<file path="src/rtl/lsu_pkg.sv">
// rtl/lsu_pkg.sv - funct3 codes, store masks and FSM encoding for the load/store unit
package lsu_pkg;

    localparam logic [2:0] F3_B  = 3'd0;
    localparam logic [2:0] F3_H  = 3'd1;
    localparam logic [2:0] F3_W  = 3'd2;
    localparam logic [2:0] F3_BU = 3'd4;
    localparam logic [2:0] F3_HU = 3'd5;

    localparam logic [31:0] MASK_B = 32'h0000_00FF;
    localparam logic [31:0] MASK_H = 32'h0000_FFFF;
    localparam logic [31:0] MASK_W = 32'hFFFF_FFFF;

    typedef enum logic [2:0] {
        IDLE       = 3'd0,
        ISSUE      = 3'd1,
        WAIT_LOAD  = 3'd2,
        WAIT_STORE = 3'd3,
        RESP       = 3'd4
    } lsu_state_e;

    // Stores only have signed-agnostic widths; unsigned codes are load-only.
    function automatic logic f3_legal(input logic write, input logic [2:0] f3);
        if (write) begin
            return (f3 == F3_B) || (f3 == F3_H) || (f3 == F3_W);
        end
        return (f3 == F3_B) || (f3 == F3_H) || (f3 == F3_W) ||
               (f3 == F3_BU) || (f3 == F3_HU);
    endfunction

    function automatic logic [31:0] store_mask(input logic [2:0] f3);
        case (f3)
            F3_B:    return MASK_B;
            F3_H:    return MASK_H;
            F3_W:    return MASK_W;
            default: return 32'h0;
        endcase
    endfunction

endpackage

</file>
<file path="src/rtl/load_store_unit_if.sv">
// rtl/load_store_unit_if.sv - pipeline request/response and memory controller signals
interface load_store_unit_if;
    logic        req_valid;
    logic        req_ready;
    logic        req_write;
    logic [2:0]  req_funct3;
    logic [31:0] req_addr;
    logic [31:0] req_wdata;
    logic        resp_valid;
    logic [31:0] resp_rdata;
    logic        resp_err;
    logic        mem_cmd_start;
    logic        mem_cmd_write;
    logic        mem_cmd_ready;
    logic [31:0] mem_addr;
    logic [31:0] mem_wdata;
    logic [31:0] mem_wmask;
    logic [31:0] mem_rdata;
    logic        mem_rdata_valid;

    modport slave (
        input  req_valid, req_write, req_funct3, req_addr, req_wdata,
        output req_ready, resp_valid, resp_rdata, resp_err,
        output mem_cmd_start, mem_cmd_write, mem_addr, mem_wdata, mem_wmask,
        input  mem_cmd_ready, mem_rdata, mem_rdata_valid
    );

    modport master (
        output req_valid, req_write, req_funct3, req_addr, req_wdata,
        input  req_ready, resp_valid, resp_rdata, resp_err,
        input  mem_cmd_start, mem_cmd_write, mem_addr, mem_wdata, mem_wmask,
        output mem_cmd_ready, mem_rdata, mem_rdata_valid
    );
endinterface

</file>
<file path="src/rtl/lsu_load_extend.sv">
// rtl/lsu_load_extend.sv - sign/zero extension of right-justified load data
module lsu_load_extend
    import lsu_pkg::*;
(
    input  logic [2:0]  i_funct3,
    input  logic [31:0] i_rdata,
    output logic [31:0] o_data
);

    always_comb begin
        o_data = 32'h0;
        case (i_funct3)
            F3_B:    o_data = {{24{i_rdata[7]}}, i_rdata[7:0]};
            F3_BU:   o_data = {24'h0, i_rdata[7:0]};
            F3_H:    o_data = {{16{i_rdata[15]}}, i_rdata[15:0]};
            F3_HU:   o_data = {16'h0, i_rdata[15:0]};
            F3_W:    o_data = i_rdata;
            default: o_data = 32'h0;
        endcase
    end

endmodule

</file>
<file path="src/rtl/load_store_unit.sv">
// rtl/load_store_unit.sv - single-outstanding load/store unit in front of an unaligned memory controller
module load_store_unit
    import lsu_pkg::*;
#(
    parameter int TIMEOUT = 1024
) (
    input  logic              clk,
    input  logic              rst_n,
    load_store_unit_if.slave  bus
);

    localparam bit          TO_EN   = (TIMEOUT != 0);
    localparam logic [31:0] TO_LAST = 32'(TIMEOUT - 1);

    lsu_state_e  r_state;
    logic        r_write;
    logic [2:0]  r_funct3;
    logic [31:0] r_addr;
    logic [31:0] r_wdata;
    logic [31:0] r_wmask;
    logic [31:0] r_rdata;
    logic [31:0] r_cnt;
    logic        r_err;

    logic        w_accept;
    logic        w_issue;
    logic        w_resp;
    logic        w_timeout;
    logic [31:0] w_ext;
    logic [31:0] w_mask;

    lsu_load_extend u_load_extend (
        .i_funct3 (r_funct3),
        .i_rdata  (bus.mem_rdata),
        .o_data   (w_ext)
    );

    assign w_issue   = (r_state == ISSUE);
    assign w_resp    = (r_state == RESP);
    assign w_accept  = bus.req_valid && bus.req_ready;
    assign w_timeout = TO_EN && (r_cnt == TO_LAST);
    assign w_mask    = bus.req_write ? store_mask(bus.req_funct3) : 32'h0;

    assign bus.req_ready     = (r_state == IDLE);
    assign bus.mem_cmd_start = w_issue && bus.mem_cmd_ready;
    assign bus.mem_cmd_write = w_issue && r_write;
    assign bus.mem_addr      = w_issue ? r_addr  : 32'h0;
    assign bus.mem_wdata     = w_issue ? r_wdata : 32'h0;
    assign bus.mem_wmask     = w_issue ? r_wmask : 32'h0;
    assign bus.resp_valid    = w_resp;
    assign bus.resp_rdata    = w_resp ? r_rdata : 32'h0;
    assign bus.resp_err      = w_resp && r_err;

    always_ff @(posedge clk or negedge rst_n) begin
        if (!rst_n) begin
            r_state  <= IDLE;
            r_write  <= 1'b0;
            r_funct3 <= 3'd0;
            r_addr   <= 32'h0;
            r_wdata  <= 32'h0;
            r_wmask  <= 32'h0;
            r_rdata  <= 32'h0;
            r_cnt    <= 32'h0;
            r_err    <= 1'b0;
        end else begin
            case (r_state)
                IDLE: begin
                    if (w_accept) begin
                        r_write  <= bus.req_write;
                        r_funct3 <= bus.req_funct3;
                        r_addr   <= bus.req_addr;
                        r_wmask  <= w_mask;
                        r_wdata  <= bus.req_wdata & w_mask;
                        r_rdata  <= 32'h0;
                        r_cnt    <= 32'h0;
                        if (f3_legal(bus.req_write, bus.req_funct3)) begin
                            r_err   <= 1'b0;
                            r_state <= ISSUE;
                        end else begin
                            r_err   <= 1'b1;
                            r_state <= RESP;
                        end
                    end
                end
                ISSUE: begin
                    r_cnt <= r_cnt + 32'd1;
                    if (bus.mem_cmd_ready) begin
                        r_state <= r_write ? WAIT_STORE : WAIT_LOAD;
                    end else if (w_timeout) begin
                        r_err   <= 1'b1;
                        r_state <= RESP;
                    end
                end
                WAIT_LOAD: begin
                    r_cnt <= r_cnt + 32'd1;
                    if (bus.mem_rdata_valid) begin
                        r_rdata <= w_ext;
                        r_state <= RESP;
                    end else if (w_timeout) begin
                        r_err   <= 1'b1;
                        r_rdata <= 32'h0;
                        r_state <= RESP;
                    end
                end
                WAIT_STORE: begin
                    r_cnt <= r_cnt + 32'd1;
                    // Controller raises ready again only once it has drained the write.
                    if (bus.mem_cmd_ready) begin
                        r_state <= RESP;
                    end else if (w_timeout) begin
                        r_err   <= 1'b1;
                        r_state <= RESP;
                    end
                end
                RESP: begin
                    r_state <= IDLE;
                end
                default: begin
                    r_state <= IDLE;
                end
            endcase
        end
    end

endmodule

</file>
<file path="src/flat_wrapper.sv">
// flat-port wrapper written by rule: the top's interface ports become plain ports
module load_store_unit_flat import lsu_pkg::*;
#(
    parameter int TIMEOUT = 1024
)
  (clk, rst_n, bus_req_valid, bus_req_write, bus_req_funct3, bus_req_addr, bus_req_wdata, bus_req_ready, bus_resp_valid, bus_resp_rdata, bus_resp_err, bus_mem_cmd_start, bus_mem_cmd_write, bus_mem_addr, bus_mem_wdata, bus_mem_wmask, bus_mem_cmd_ready, bus_mem_rdata, bus_mem_rdata_valid);
  load_store_unit_if bus_i ();
  input  logic clk;
  input  logic rst_n;
  input wire logic [$bits(bus_i.req_valid)-1:0] bus_req_valid;
  input wire logic [$bits(bus_i.req_write)-1:0] bus_req_write;
  input wire logic [$bits(bus_i.req_funct3)-1:0] bus_req_funct3;
  input wire logic [$bits(bus_i.req_addr)-1:0] bus_req_addr;
  input wire logic [$bits(bus_i.req_wdata)-1:0] bus_req_wdata;
  output wire logic [$bits(bus_i.req_ready)-1:0] bus_req_ready;
  output wire logic [$bits(bus_i.resp_valid)-1:0] bus_resp_valid;
  output wire logic [$bits(bus_i.resp_rdata)-1:0] bus_resp_rdata;
  output wire logic [$bits(bus_i.resp_err)-1:0] bus_resp_err;
  output wire logic [$bits(bus_i.mem_cmd_start)-1:0] bus_mem_cmd_start;
  output wire logic [$bits(bus_i.mem_cmd_write)-1:0] bus_mem_cmd_write;
  output wire logic [$bits(bus_i.mem_addr)-1:0] bus_mem_addr;
  output wire logic [$bits(bus_i.mem_wdata)-1:0] bus_mem_wdata;
  output wire logic [$bits(bus_i.mem_wmask)-1:0] bus_mem_wmask;
  input wire logic [$bits(bus_i.mem_cmd_ready)-1:0] bus_mem_cmd_ready;
  input wire logic [$bits(bus_i.mem_rdata)-1:0] bus_mem_rdata;
  input wire logic [$bits(bus_i.mem_rdata_valid)-1:0] bus_mem_rdata_valid;
  assign bus_i.req_valid = bus_req_valid;
  assign bus_i.req_write = bus_req_write;
  assign bus_i.req_funct3 = bus_req_funct3;
  assign bus_i.req_addr = bus_req_addr;
  assign bus_i.req_wdata = bus_req_wdata;
  assign bus_req_ready = bus_i.req_ready;
  assign bus_resp_valid = bus_i.resp_valid;
  assign bus_resp_rdata = bus_i.resp_rdata;
  assign bus_resp_err = bus_i.resp_err;
  assign bus_mem_cmd_start = bus_i.mem_cmd_start;
  assign bus_mem_cmd_write = bus_i.mem_cmd_write;
  assign bus_mem_addr = bus_i.mem_addr;
  assign bus_mem_wdata = bus_i.mem_wdata;
  assign bus_mem_wmask = bus_i.mem_wmask;
  assign bus_i.mem_cmd_ready = bus_mem_cmd_ready;
  assign bus_i.mem_rdata = bus_mem_rdata;
  assign bus_i.mem_rdata_valid = bus_mem_rdata_valid;
  load_store_unit #(.TIMEOUT(TIMEOUT)) u_core (.clk(clk), .rst_n(rst_n), .bus(bus_i));
endmodule
</file>
<file path="config.mk">
export PLATFORM = sky130hd
export DESIGN_NAME = load_store_unit_flat
export DESIGN_NICKNAME = d
export VERILOG_FILES = /design/src/rtl/lsu_pkg.sv /design/src/rtl/load_store_unit_if.sv /design/src/rtl/lsu_load_extend.sv /design/src/rtl/load_store_unit.sv /design/src/flat_wrapper.sv
export SDC_FILE = /design/constraint.sdc
export NUM_CORES = 1
export LEC_CHECK = 0
export BUFFER_PORTS_ARGS = -buffer_cell sky130_fd_sc_hd__clkbuf_2
export CAP_MARGIN = 20
export CORE_ASPECT_RATIO = 1.4
export CORE_MARGIN = 8
export CORE_UTILIZATION = 35
export DETAILED_ROUTE_END_ITERATION = 12
export PLACE_DENSITY = 0.7
export SETUP_SLACK_MARGIN = 0.5
export SLEW_MARGIN = 20
export SYNTH_ARGS = -nofsm -noshare
export SYNTH_HDL_FRONTEND = slang
export SYNTH_SLANG_ARGS = --single-unit
</file>
<file path="constraint.sdc">
create_clock -name clk -period 2.05 [get_ports clk]
set_input_delay 0.205 -clock clk [delete_from_list [all_inputs] [get_ports clk]]
set_output_delay 0.205 -clock clk [all_outputs]
set_load 0.01 [all_outputs]
</file>
After elaboration in Yosys (flattened, before gate mapping) --
Cells that the tools add are included.
Word-level totals: register bits after elaboration 168, input bits 105, output and inout port bits 133, word-level logic and storage cells 81
Operators by class: add/sub/neg operators 1, equality and inequality tests 17, multiplexer cells 33, bitwise operators 1, reduce and logical (&&, ||, !) cells 20
Operators with widths (count):
- $mux 32 | 8
- $pmux 32 s5 | 1
- $pmux 32 s2 | 2
- $pmux 32 s3 | 1
- $add 32x1->32 const B | 1
- $and 32x32->32 | 1
- $eq 32x10->1 const B | 1
- $mux 3 | 6
- $eq 3x3->1 const B | 5
- $mux 1 | 13
- $eq 3x2->1 const B | 4
- $pmux 3 s4 | 1
- $eq 3x1->1 const B | 3
- $logic_not 3->1 | 3
- $ne 2x2->1 const B | 3
- $logic_and 1x1->1 | 4
- $logic_or 1x1->1 | 4
- $reduce_and 2->1 | 2
- $reduce_and 4->1 | 1
- $reduce_bool 2->1 | 2
- $ne 3x2->1 const B | 1
- $pmux 1 s3 | 1
- $reduce_and 3->1 | 1
- $reduce_bool 3->1 | 1
- 2 further kinds | 2

Longest topological paths before layout --
Gate-level depths: netlist (run 1).
word-level depth 11, gate-level depth with buffers 8, gate-level depth less buffers 6

By module --
From an unflattened synthesis (run 1), not the netlist that was laid out.
Second synthesis, totals: cells, all modules 829, area, all modules 7603.5 sq um
Modules (own cells, without submodules):
- load_store_unit | times used 1, cells each 758, area each 7021.7 sq um, seq. area each 3478.3 sq um
- lsu_load_extend | times used 1, cells each 71, area each 581.8 sq um, seq. area each 0.0 sq um

Worst setup path after synthesis (run 1) --
No wires, ideal clock.
kind register -> register, from register u_core.r_cnt[0], to register u_core.r_rdata[27], library setup time 0.121 ns, data arrival time 1.928 ns, required time 1.929 ns, slack 0.001 ns, cell stages (with the launch flop) 8, path buffers 1, clock period less this slack 2.049 ns, cell sequence dfrtp_1 > ha_1 > nand3_1 > nor3_1 > nand4_1 > a31o_4 > buf_6 > a22o_1
On the way: cells in the longest elaborated chain, start to end 3
RTL lines:
- start, declared | line load_store_unit.sv:22 | logic [31:0] r_cnt;
- start signal, assigned | line load_store_unit.sv:86 | r_cnt <= r_cnt + 32'd1;
- start signal, assigned | line load_store_unit.sv:95 | r_cnt <= r_cnt + 32'd1;
- start signal, assigned | line load_store_unit.sv:106 | r_cnt <= r_cnt + 32'd1;
- $eq 32x10->1 | line load_store_unit.sv:41 | assign w_timeout = TO_EN && (r_cnt == TO_LAST);
- $ne 3x2->1 (no line)
- $reduce_and 3->1 (no line)
- end signal, assigned | line load_store_unit.sv:97 | r_rdata <= w_ext;
- end, declared | line load_store_unit.sv:21 | logic [31:0] r_rdata;
Every way passes these cells. A chain may end at the register's enable or synchronous reset.

Worst setup path after layout (run 1) --
from register u_core.r_state[1], to output bus_mem_wdata[18]
On the way: cells in the longest elaborated chain, start to end 2
RTL lines:
- start, declared | line load_store_unit.sv:15 | lsu_state_e r_state;
- start signal, assigned | line load_store_unit.sv:88 | r_state <= r_write ? WAIT_STORE : WAIT_LOAD;
- $eq 3x1->1 | line load_store_unit.sv:38 | assign w_issue = (r_state == ISSUE);
- $mux 32 | line load_store_unit.sv:48 | assign bus.mem_wdata = w_issue ? r_wdata : 32'h0;
- end, declared | line flat_wrapper.sv:22 | output wire logic [$bits(bus_i.mem_wdata)-1:0] bus_mem_wdata;
Every way passes these cells.

==> results.json, run 1 <==
{
  "fin_total_pwr_mw": 15.5,
  "reg2reg_to": "u_core.r_rdata[31]$_DFFE_PN0P_",
  "area_growth_pct": 67.9,
  "hp-start": "bus_mem_rdata[4]",
  "synth_area_leader_cell": "dfrtp_1",
  "grt_max_degree": 81,
  "dieArea_sq_um": 25100,
  "portBuffers": 237,
  "synth.area.top_cells": "dfrtp_1 (49%), and3_1 (9.4%), nand2_1 (7.5%)",
  "violations": "setup timing",
  "slew_viol_final": 0,
  "critPathMaxFanout": 9,
  "synthCells": 769,
  "drcViolationCount": 0,
  "wirelength_um": 29500,
  "rsz0062_at_grt": "true",
  "crit_type": "reg -> out",
  "synthTopCellsByCount": "nand2_1 (141), dfrtp_1 (139), and3_1 (106), a22o_1 (57), a21oi_1 (52)",
  "synth_area_per_cell_sq_um": 9.21,
  "ys_seq_area_share_pct": 49.1,
  "ant_nets": 0,
  "grt_pass1_vias": 7424,
  "pwr-share-clk_pct": 19.9,
  "dp_slack_ns": 0.00347,
  "topRoutingLayerUsed": "met4",
  "critPathLaunchType": "flip-flop",
  "slew_headroom_pct": 26.5,
  "track_usage_pct": 19.4,
  "start_util_pct": 35.7,
  "rows": 61,
  "post-route-period-util_pct": 102,
  "routedWlPerCell_um": 21.3,
  "period_needed_ns": 2.08,
  "num_vias": 7707,
  "root_buffer": "clkbuf_16",
  "clkLatencyLatePin_ns": 0.43,
  "synth_nets": 875,
  "reg2reg_from": "u_core.r_cnt[17]$_DFFE_PN0P_",
  "ios": 238,
  "wl_met3_um": 2310,
  "peakVddDrop_mv": 0.679,
  "yosysTopAreaCellShare_pct": 49.1,
  "ff2ff_path_depth": 6,
  "final-setup-viol-count": 6,
  "die_w_um": 136,
  "grt_pass1_wl_um": 38900,
  "drt_iter0_markers": 506,
  "drive_above_1_share_pct": 43.2,
  "yosysMostFrequentCell": "nand2_1",
  "p_per_area_nw_per_um2": 1300,
  "die_height_um": 184,
  "tritoncts": "done",
  "clock-sinks": 139,
  "min_path_type": "in -> reg",
  "ys_warn_count": 0,
  "netlist_area_sq_um": 7090,
  "whs_path_depth": 2,
  "h-tree-depth": 4,
  "fmax_ghz": 0.480,
  "crit_path_end_kind": "output port",
  "hold_viol": 0,
  "synthArstFlopShare_pct": 100,
  "drt-met1-wl_um": 10900,
  "synth_edf_count": 0,
  "worst_slack_ns": -0.0326,
  "dp_hpwl_um": 16000,
  "grt_overflow": 0,
  "p_comb_share_pct": 53.7,
  "ys_types": 54,
  "power_switching_mw": 6.24,
  "status": "finished with violations",
  "drtPass1Iterations": 7,
  "placed_cell_area_sq_um": 8650,
  "seqPwrFrac_pct": 26.4,
  "cell_internal_pwr_mw": 9.21,
  "detail_route.vias_per_cell": 5.56,
  "p_leak_nw": 5.99,
  "clk_path_buf_depth": 2,
  "cp-startpoint": "u_core.r_state[1]$_DFFE_PN0P_",
  "hold_path_end": "u_core.r_rdata[4]$_DFFE_PN0P_",
  "clk_pin_slew_worst_paths_ns": 0.06,
  "worstPathArrival_ns": 1.88,
  "worstMarginPinSlew_ns": 1.09,
  "synth_top_flop_cell": "dfrtp_1",
  "sw_frac_of_total_pct": 40.4,
  "num-nets-final": 1226,
  "place_congestion": 0.861,
  "core-area_sq_um": 19800,
  "wl_met2_um": 15500,
  "cts_buffers": 17,
  "whs_ns": 0.0185,
  "grt_antenna_before_repair": 0,
  "max-cap-violations": 0,
  "skew_ns": 0.0172,
  "synth_seq_cells": 139,
  "r2r_slack_ns": -0.01,
  "final_cell_area_sq_um": 11900,
  "cp.required_ns": 1.85
}
==> cells in the final DEF (no fill, tap or decap), drive strengths merged, types with 12 or more instances in the layout <==
cell	netlist	routed
a21oi	53	54
a22o	57	57
and3	106	107
buf	37	215
clkbuf	51	148
dfrtp	139	139
dlygate4sd3	0	68
inv	5	12
nand2	141	141
nand3	12	12
nand4	12	12
nor2	32	33
nor3	13	13
o21ai	35	35
==> power by group through the flow <==
stage                     logic, mW  clock network [mW]  registers, mW
after global placement         4.88                   0           4.04
final                          8.29                3.08           4.08
after floorplan                3.34                   0           3.86
after global routing           8.79                3.23           4.16
after detailed placement       4.95                   0           4.05
after CTS                      5.84                3.10           4.02
==> layer usage <==
metal,up-vias,GRT usage [%]
met3,63,5.23
met5,-,0
met4,0,8.02
met2,392,33.3
met1,3805,22.2
li1,3447,-
==> logic make-up (layout without fill, tap and decap cells) <==
| group | Yosys count | after routing | share of synthesized area (%) |
|---|---|---|---|
| simple gates | 344 | 346 | 25.0 |
| compound gates | 185 | 189 | 17.9 |
| flops | 139 | 139 | 49.1 |
| buf+inv | 93 | 451 | 6.87 |
| mux | 6 | 6 | 0.848 |
| fa+ha+maj | 1 | 1 | 0.177 |
| xor+xnor | 1 | 1 | 0.124 |
| other cells | 0 | 1 | 0 |
==> stage by stage <==
| stage | util [%] | cells | TNS, ns |
|---|---|---|---|
| finish | 60.0 | 1386 | -0.0472 |
| global route | 59.9 | 1385 | -2.07 |
| CTS | 51.3 | 1326 | 0 |
| detailed placement | 43.6 | 1210 | 0 |
| global placement | 43.6 | 1210 | 0 |
| floorplan | - | 769 | 0 |
==> area by class of cell <==
class	instances	area (sq um)
fill	1550	7950
timing repair buffer	414	3780
clock buffer	17	425
multi-input combinational	543	3700
antenna	1	2.50
clock inverter	15	158
inverter	5	18.8
sequential	139	3490
tap	252	315
==> what timing repair did <==
| action | 4_1_cts | 5_1_grt |
|---|---|---|
| setup endpoints to repair | 229 | 266 |
| hold buffers | 68 | 0 |
| buffers inserted | 11 | 38 |
| gates resized for setup | 16 | 334 |
| endpoints found under the hold margin | 206 | 0 |
| pin swaps | 4 | 49 |
| gates cloned | 5 | 21 |
==> critical path, stage by stage, from the launching register on <==
cell and delay (ns):
dfrtp_1 0.43, buf_6 0.15, nor2_4 0.09, buf_12 0.18, buf_12 0.14, clkbuf_16 0.14, and3_4 0.20, buf_6 0.11
==> how the worst max path moves through the flow <==
stage	cells after the start	slack [ns]	endpoint
6_report	7	-0.03	bus_mem_wdata[18]
5_1_grt	7	-0.08	bus_mem_wdata[18]
2_1_floorplan	6	0.11	u_core.r_rdata[27]$_DFFE_PN0P_
3_3_place_gp	5	0.07	u_core.r_rdata[23]$_DFFE_PN0P_
3_5_place_dp	5	0.003	u_core.r_rdata[27]$_DFFE_PN0P_
4_1_cts	6	0.05	u_core.r_rdata[31]$_DFFE_PN0P_
==> sequential cells by signal, indices dropped and copies added (netlist names) <==
register and cells:
u_core.r_addr 32, u_core.r_cnt 32, u_core.r_rdata 32, u_core.r_wdata 32
u_core.r_funct3 3, u_core.r_state 3, u_core.r_wmask 3, u_core.r_err 1
u_core.r_write 1
Power figures use the tool's default switching activity.
==> inputs of run 2 (changes only) <==
Settings changed: SETUP_SLACK_MARGIN 0.5 to 0.02.
==> run 2 against run 1 <==
Non-clock buffer count fell by 56. Setup slack gained 0.081 ns. Via count is 8.3% lower. Power is 18% lower. Clock-buffer cell count grew 1. Clock skew barely moved. The flow now finishes without violations. Routed wire length decreased by 19%.
==> results.json, run 2 (synthesis results as in run 1) <==
{
  "grtUsageMet1_pct": 21.7,
  "clk_path_buf_depth": 2,
  "place_congestion": 0.857,
  "p_leak_nw": 5.44,
  "core-area_sq_um": 19800,
  "cp_cell_sequence": "or4_4 -> nor3_4 -> nand4_1 -> buf_6 -> a31o_4 -> a22o_1",
  "grt_overflow": 0,
  "fillerInstances": 1825,
  "cp.required_ns": 2.36,
  "drt_iter0_markers": 562,
  "tritoncts": "done",
  "portBuffers": 237,
  "area_growth_pct": 41.6,
  "status": "finished, final reports clean",
  "dieArea_sq_um": 25100,
  "period_needed_ns": 2.00,
  "grt_pass1_wl_um": 36900,
  "rows": 61,
  "drive_above_1_share_pct": 33.3,
  "slew_viol_final": 0,
  "reg2reg_from": "u_core.r_cnt[17]$_DFFE_PN0P_",
  "busiest_layer": "met2",
  "drcViolationCount": 0,
  "min_path_type": "in -> reg",
  "num_vias": 7067,
  "p_per_area_nw_per_um2": 1270,
  "mostFrequentLayoutCells": "clkbuf_2 (235), nand2_1 (140), dfrtp_1 (135)",
  "crit_path_end_kind": "flip-flop",
  "worstMarginPinSlew_ns": 0.749,
  "whs_ns": 0.0119,
  "hp-start": "bus_req_wdata[4]",
  "post-route-period-util_pct": 97.7,
  "max-cap-violations": 0,
  "skew_ns": 0.0171,
  "start_util_pct": 35.7,
  "use_met3_pct": 5.29,
  "h-tree-depth": 4,
  "critPathLaunchType": "flip-flop",
  "hold_viol": 0,
  "root_buffer": "clkbuf_16",
  "drtPass1Iterations": 6,
  "num-nets-final": 1166,
  "ios": 238,
  "clk_pin_slew_worst_paths_ns": 0.06,
  "grt_max_degree": 81,
  "cp_slowest_cell": "or4_4",
  "layout_commonest_cell": "clkbuf_2",
  "peakVddDrop_mv": 0.610,
  "crit_type": "reg -> reg",
  "cts_buffers": 17,
  "cp-startpoint": "u_core.r_cnt[17]$_DFFE_PN0P_",
  "die_height_um": 184,
  "slew_headroom_pct": 49.5,
  "track_usage_pct": 18.5,
  "fin_tns_setup_ns": 0,
  "rsz0062_at_grt": "true",
  "ant_nets": 0,
  "detail_route.vias_per_cell": 5.33,
  "grt_antenna_before_repair": 0,
  "dp_hpwl_um": 15800,
  "die_w_um": 136,
  "met2_usage_pct": 31.0,
  "grt_pass1_vias": 7028,
  "wirelength_um": 23900,
  "clkLatencyLatePin_ns": 0.43,
  "fmax_ghz": 0.500,
  "worstPathArrival_ns": 2.32,
  "clock-sinks": 139,
  "slowest_delay_ns": 0.55,
  "final-setup-viol-count": 0,
  "routedWlPerCell_um": 18.1,
  "critPathMaxFanout": 16
}
## run 2: worst max-delay path, delay by kind of cell (launching register included)
kind,cells,cell delay [ns]
AO/OA/AOI/OAI,2,0.55
buffers and inverters,1,0.16
flip-flops,1,0.38
AND/OR/NAND/NOR,3,0.81
## run 2: cell type report
cell class | instances | area [sq um] | area share [%]
diodes | 1 | 2.50 | 0.0250
flip-flops and latches | 139 | 3480 | 34.7
inverters | 5 | 18.8 | 0.187
clock buffers | 18 | 429 | 4.28
multi-input cells | 539 | 3220 | 32.1
well taps | 252 | 315 | 3.14
clock inverters | 14 | 183 | 1.82
repair buffers | 358 | 2380 | 23.7
## run 2: timing repair
action / 4_1_cts / 5_1_grt
cloned: 1 / 2
hold buffers: 64 / 0
setup endpoints to repair: 145 / 148
gates resized for setup: 8 / 18
buffers inserted: 3 / 6
pin swaps: 2 / 14
endpoints found under the hold margin: 114 / 0
## run 2: routing by layer
metal / share of wire [%] / up-vias
met2: 51 / 277
met1: 40 / 3430
met3: 6.7 / 48
met5: 0 / -
li1: - / 3312
met4: 2.6 / 0
## run 2: power by group
part | switching [mW] | total [mW] | leakage (nW) | internal (mW)
Clock | 1.28 | 3.22 | 0.294 | 1.94
Sequential | 0.520 | 4.04 | 1.85 | 3.52
Combinational | 3.26 | 5.47 | 3.30 | 2.21
## run 2: final timing paths
| kind | endpoint | slack [ns] | depth (start not counted) |
|---|---|---|---|
| max | u_core.r_rdata[7]$_DFFE_PN0P_ | 0.05 | 6 |
| min | u_core.r_wdata[4]$_DFFE_PN0P_ | 0.01 | 2 |
| max reg2reg | u_core.r_rdata[7]$_DFFE_PN0P_ | 0.05 | 6 |
| min reg2reg | u_core.r_addr[9]$_DFFE_PN0P_ | 0.47 | 2 |
| max in group asynchronous | u_core.r_addr[7]$_DFFE_PN0P_ | 1.04 | 3 |
| min in group asynchronous | u_core.r_wdata[7]$_DFFE_PN0P_ | 0.31 | 2 |
## run 2: metrics by stage
step / util [%] / cell area (sq um) / setup WS [ns] / std cells / power (mW)
detailed placement: 43.1 / 8550 / 0.0128 / 1217 / 8.84
floorplan: - / 7090 / 0.0519 / 769 / 7.07
finish: 50.5 / 10000 / 0.0480 / 1326 / 12.7
global placement: 43.1 / 8550 / 0.0577 / 1217 / 8.73
global route: 50.5 / 10000 / -0.0139 / 1325 / 13.5
CTS: 49.9 / 9890 / 0.0163 / 1317 / 12.5
